**src/rtl/scr1_cg_ctrl_pkg.sv**
```systemverilog
// Shared types and constants for the SCR1 core-level clock-gating controller.
//   type_scr1_cg_state_e  : per-channel gating FSM state
//   SCR1_CG_IDLE_THR_DFLT : default idle holdoff threshold for software to load
package scr1_cg_ctrl_pkg;

  typedef enum logic [1:0] {
    RUN   = 2'd0,
    GATED = 2'd1,
    WAKE  = 2'd2
  } type_scr1_cg_state_e;

  localparam logic [3:0] SCR1_CG_IDLE_THR_DFLT = 4'd8;

endpackage : scr1_cg_ctrl_pkg

```
**src/rtl/scr1_cg.sv**
```systemverilog
// Glitch-free clock gate primitive.
//   clk       : free-running clock
//   clk_en    : gate enable, may change only while clk is high without effect
//   test_mode : forces the gate open
//   clk_out   : gated clock
module scr1_cg (
  input  logic clk,
  input  logic clk_en,
  input  logic test_mode,
  output logic clk_out
);

  logic en_latched;

  // NOTE: this latch is intentional; it is transparent only while clk is low,
  // so the enable seen by the AND gate is stable for the whole high phase.
  always_latch begin
    if (!clk) begin
      en_latched = clk_en | test_mode;
    end
  end

  assign clk_out = clk & en_latched;

endmodule : scr1_cg

```
**src/rtl/scr1_cg_ctrl.sv**
```systemverilog
// Multi-channel clock-gating controller.
// Each channel counts consecutive idle cycles and gates its clock once the
// shared threshold is reached; activity, force or wake request reopens it,
// and a one-cycle wake_ack_o reports the clock running again.
//   clk, rst_n     : core clock, asynchronous active-low reset
//   test_mode      : bypass, all gates open, FSMs held in RUN
//   idle_thr_i     : idle cycles before gating (0 = never gate)
//   ch_busy_i      : per-channel activity
//   ch_force_en_i  : per-channel software force-open
//   wake_req_i     : per-channel level wake request
//   wake_ack_o     : per-channel wake acknowledge pulse
//   ch_clk_en_o    : per-channel registered gate enable
//   ch_gated_o     : per-channel GATED status
//   ch_clk_o       : per-channel gated clock
module scr1_cg_ctrl
  import scr1_cg_ctrl_pkg::*;
#(
  parameter int unsigned CH_NUM     = 4,
  parameter int unsigned IDLE_CNT_W = 4
) (
  input  logic                  clk,
  input  logic                  rst_n,
  input  logic                  test_mode,
  input  logic [IDLE_CNT_W-1:0] idle_thr_i,
  input  logic [CH_NUM-1:0]     ch_busy_i,
  input  logic [CH_NUM-1:0]     ch_force_en_i,
  input  logic [CH_NUM-1:0]     wake_req_i,
  output logic [CH_NUM-1:0]     wake_ack_o,
  output logic [CH_NUM-1:0]     ch_clk_en_o,
  output logic [CH_NUM-1:0]     ch_gated_o,
  output logic [CH_NUM-1:0]     ch_clk_o
);

  localparam logic [IDLE_CNT_W:0] CNT_ONE = {{IDLE_CNT_W{1'b0}}, 1'b1};

  for (genvar i = 0; i < CH_NUM; i++) begin : g_ch

    type_scr1_cg_state_e   state_q, state_d;
    logic [IDLE_CNT_W-1:0] cnt_q, cnt_d;
    logic [IDLE_CNT_W:0]   cnt_inc;
    logic                  act;

    assign act     = ch_busy_i[i] | ch_force_en_i[i] | wake_req_i[i];
    // One extra bit so a saturated counter cannot wrap past the threshold.
    assign cnt_inc = {1'b0, cnt_q} + CNT_ONE;

    always_comb begin
      state_d = state_q;
      cnt_d   = cnt_q;
      if (test_mode) begin
        state_d = RUN;
        cnt_d   = '0;
      end else begin
        unique case (state_q)
          RUN: begin
            // Activity takes priority over reaching the threshold.
            if (act || (idle_thr_i == '0)) begin
              cnt_d = '0;
            end else if (cnt_inc >= {1'b0, idle_thr_i}) begin
              state_d = GATED;
              cnt_d   = '0;
            end else begin
              cnt_d = cnt_inc[IDLE_CNT_W-1:0];
            end
          end
          GATED: begin
            if (act) state_d = WAKE;
          end
          WAKE: begin
            state_d = RUN;
          end
          default: begin
            state_d = RUN;
            cnt_d   = '0;
          end
        endcase
      end
    end

    // NOTE: state is reset asynchronously so the gate reopens the moment
    // rst_n falls; non-blocking assignments keep all channels sampling the
    // same pre-edge values.
    always_ff @(posedge clk or negedge rst_n) begin
      if (!rst_n) begin
        state_q <= RUN;
        cnt_q   <= '0;
      end else begin
        state_q <= state_d;
        cnt_q   <= cnt_d;
      end
    end

    // Enable derives from the state register, so it changes with the state.
    assign ch_clk_en_o[i] = (state_q != GATED) | test_mode;
    assign ch_gated_o[i]  = (state_q == GATED);
    assign wake_ack_o[i]  = (state_q == WAKE) & ~test_mode;

    scr1_cg u_cg (
      .clk       (clk),
      .clk_en    (ch_clk_en_o[i]),
      .test_mode (test_mode),
      .clk_out   (ch_clk_o[i])
    );

  end : g_ch

endmodule : scr1_cg_ctrl

```
**config.mk**
```make
export PLATFORM = sky130hd
export DESIGN_NAME = scr1_cg_ctrl
export DESIGN_NICKNAME = d
export VERILOG_FILES = /design/src/rtl/scr1_cg_ctrl_pkg.sv /design/src/rtl/scr1_cg.sv /design/src/rtl/scr1_cg_ctrl.sv
export SDC_FILE = /design/constraint.sdc
export NUM_CORES = 1
export LEC_CHECK = 0
export BUFFER_PORTS_ARGS = -buffer_cell sky130_fd_sc_hd__clkbuf_2
export CAP_MARGIN = 5
export CELL_PAD_IN_SITES_DETAIL_PLACEMENT = 1
export CELL_PAD_IN_SITES_GLOBAL_PLACEMENT = 1
export CORE_MARGIN = 4
export CORE_UTILIZATION = 43
export DETAILED_ROUTE_END_ITERATION = 7
export HOLD_SLACK_MARGIN = 0.12
export PLACE_DENSITY = 0.89
export SKIP_LAST_GASP = 1
export SYNTH_ARGS = -nofsm -noshare
export SYNTH_HDL_FRONTEND = slang
export SYNTH_SLANG_ARGS = --single-unit
export TNS_END_PERCENT = 100
```
**constraint.sdc**
```tcl
create_clock -name clk -period 3.3 [get_ports clk]
set_clock_uncertainty 0.1 [all_clocks]
set_input_delay 0.165 -clock clk [delete_from_list [all_inputs] [get_ports clk]]
set_output_delay 0.165 -clock clk [all_outputs]
set_load 0.005 [all_outputs]
```
==> results.cfg <==
[setup_path]
worstSetupPathType = latch to output port
arrival_ns = 2.67
critPathMaxStageDelay_ns = 0.40
crit_path_end_kind = output port
worst-path-max-fanout = 1
required_arrival_time_at_the_worst_endpoint_ns = 3.03
startpoint_type = latch
critical_path.slowest_cell = sky130_fd_sc_hd__dlxtn_1
crit_chain = and2_1 > clkbuf_2

[global_routing]
grt_pass1_vias = 2137
grt_antenna_before_repair = 0
grt_max_degree = 25
wire_length_of_the_first_global_routing_pass_mm = 9.998
globalRouteOverflowTotal = 0
grt_usage_pct = 20.93

[power_and_ir_drop]
vdd.ir_drop.worst_mv = 0.3031
pwr_density_cell_nw_per_um2 = 501.1
power_leakage_nw = 1.254
design_power_total_mw = 1.230

[routing]
routedWlPerCell_um = 17.40
detailroute.via_count = 1814
total_drc_errors_in_the_routed_layout = 0
routed_wirelength_mm = 5.828
drt-initial-drc-count = 92
detail-route-antenna-nets = 0
detail_route.first_pass.iterations = 6
route.detailed.vias_per_inst = 5.415

[sta]
post-route-worst-setup-slack_ns = 0.3667
maxSlewHeadroom_pct = 55.76
grt_setup_unrepaired = false
setup-tns-final_ns = 0
finalHoldViolCount = 0
setup_viol_count_final = 0
worst-slew-pin-transition_ns = 0.6636
final-max-slew-violation-count = 0

[clock_network]
cts-resized-gates = 0
clock_tree_from_tritoncts = built
worstSkewPairLatency_ns = 0.38
path_clk_slew_ns = 0.10

[synthesis]
synthesis.nets = 283
synth.ff_latch_count = 28
netlist_instances = 228
synthDistinctLibCells = 47
predominant_post_synthesis_flop_cell = sky130_fd_sc_hd__dfrtp_1
mappedNetlistArea_um2 = 2087
synth_warnings = 0
postSynth.asyncResetShare_pct = 85.71
number_of_flops_mapped_to_enable_cells_by_yosys = 0
synthesis.area_per_instance_um2 = 9.154

[final_layout]
layout.nets = 323
insertedDiodeCount = 0
post_route_cells_drive_above_1_share_pct = 19.78
syn_to_final_growth_pct = 17.63
final_core_util_pct = 51.97

[die]
chipWidth_um = 77.67
design.portCount = 35
total_number_of_placement_rows = 25
die_y_um = 77.67
floorplan.initialDensity_pct = 44.19
floorplan.die_area_um2 = 6032
area_of_the_core_um2 = 4723

[placement]
buffer_ports.inserted = 34
place_worst_setup_slack_ns = 0.5660
dp_hpwl_mm = 3.950
gp_routability_congestion = 0.7890

[job]
timing.max_cap.violations = 0

[hold_path]
timing.hold.worst.class = input port to flop

[outcome]
status = finished, final reports clean
[stage by stage]
stage                     instance area (um2)  hold WS (ns)  instances
after floorplan                          2087       -0.2306        228
after global placement                   2281        0.1246        320
after detailed placement                 2281        0.1294        320
after CTS                                2455        0.1450        335
after global routing                     2455        0.2037        335
final                                    2455        0.1462        335
[metal layers]
metal | global-route usage [%] | up-vias | part of all wire (%)
met5 | 0 | - | 0
met3 | 5.336 | 9 | 3.8
li1 | - | 870 | -
met2 | 36.90 | 42 | 51
met4 | 7.473 | 0 | 1.0
met1 | 24.29 | 893 | 44
[cell families after synthesis]
logic type                 synth area share [%]
and+or+nand+nor                           20.98
latches                                   2.878
xor gates and xnor gates                  2.518
DFF                                       28.78
buffers and inverters                     6.115
AOI/OAI and AO/OA                         16.13
muxes                                     1.019
adders and majority gates                 21.58
[flip-flops by register name, summed over array words and instances (netlist names)]
| name | cells |
|---|---|
| g_ch.state_q | 8 |
| g_ch.cnt_q | 16 |
| g_ch.u_cg.en_latched | 4 |
[critical path, delay by kind of cell, from the launching register on]
kind	cells	cell delay, ns
simple gates	1	0.12
latches	1	0.40
buf+inv	1	0.10
[final timing paths]
check,depth (start not counted),to,start,slack (ns)
setup / recovery,2,ch_clk_o[1],g_ch[1].u_cg.en_latched$_DLATCH_N_,0.37
hold / removal,5,g_ch[0].state_q[1]$_DFFE_PN0P_,wake_req_i[0],0.15
setup reg to reg,9,g_ch[3].state_q[0]$_DFFE_PN0P_,g_ch[3].cnt_q[0]$_DFFE_PN0P_,0.43
hold reg to reg,2,g_ch[3].cnt_q[1]$_DFFE_PN0P_,g_ch[3].cnt_q[1]$_DFFE_PN0P_,0.45
max in group asynchronous,2,g_ch[0].cnt_q[1]$_DFFE_PN0P_,rst_n,2.44
min in group asynchronous,2,g_ch[2].state_q[1]$_DFFE_PN0P_,rst_n,0.23
[Yosys cell counts, types with 3 or more instances]
master,instances,area (um2)
sky130_fd_sc_hd__xnor2_1,4,35.03
sky130_fd_sc_hd__and2_1,4,25.02
sky130_fd_sc_hd__nand3_1,8,40.04
sky130_fd_sc_hd__nor2b_1,13,81.33
sky130_fd_sc_hd__nand2_1,27,101.4
sky130_fd_sc_hd__a21oi_1,5,25.02
sky130_fd_sc_hd__inv_1,16,60.06
sky130_fd_sc_hd__dfrtp_1,24,600.6
sky130_fd_sc_hd__a22oi_1,3,22.52
sky130_fd_sc_hd__a211oi_1,3,22.52
sky130_fd_sc_hd__o21a_1,4,30.03
sky130_fd_sc_hd__a22o_1,3,26.28
sky130_fd_sc_hd__nor2_1,7,26.28
sky130_fd_sc_hd__dlxtn_1,4,60.06
sky130_fd_sc_hd__ha_1,36,450.4
sky130_fd_sc_hd__o21ai_0,13,65.06
sky130_fd_sc_hd__buf_4,8,60.06
sky130_fd_sc_hd__nand2b_1,4,25.02
sky130_fd_sc_hd__nor3_1,5,25.02
[cell usage in the layout (no fill, tap or decap), types with 6 or more instances in the layout]
cell and instances:
sky130_fd_sc_hd__clkbuf_2 34, sky130_fd_sc_hd__clkbuf_8 8, sky130_fd_sc_hd__dfrtp_1 24, sky130_fd_sc_hd__dlygate4sd3_1 6, sky130_fd_sc_hd__ha_1 36, sky130_fd_sc_hd__inv_1 16
sky130_fd_sc_hd__nand2_1 27, sky130_fd_sc_hd__nand3_1 8, sky130_fd_sc_hd__nor2_1 7, sky130_fd_sc_hd__nor2b_1 13, sky130_fd_sc_hd__o21ai_0 13
[power breakdown]
part / switching (mW) / internal [mW] / leakage (nW)
combinational: 0.215 / 0.161 / 0.804
clock: 0.191 / 0.273 / 0.0849
sequential: 0.0250 / 0.365 / 0.364
[what timing repair did]
action	CTS	global route
hold endpoints to repair	27	0
setup buffers	0	0
hold buffers	6	0
setup endpoints to repair	0	0
[layout make-up]
class	instances	area (um2)
clock buffer	13	133.9
fill	559	2268
inverter	16	60.06
multi-input combinational	174	1299
sequential	28	660.6
tap	67	83.83
timing repair buffer	37	217.7
Note: power is estimated with default switching activity, not from simulation.
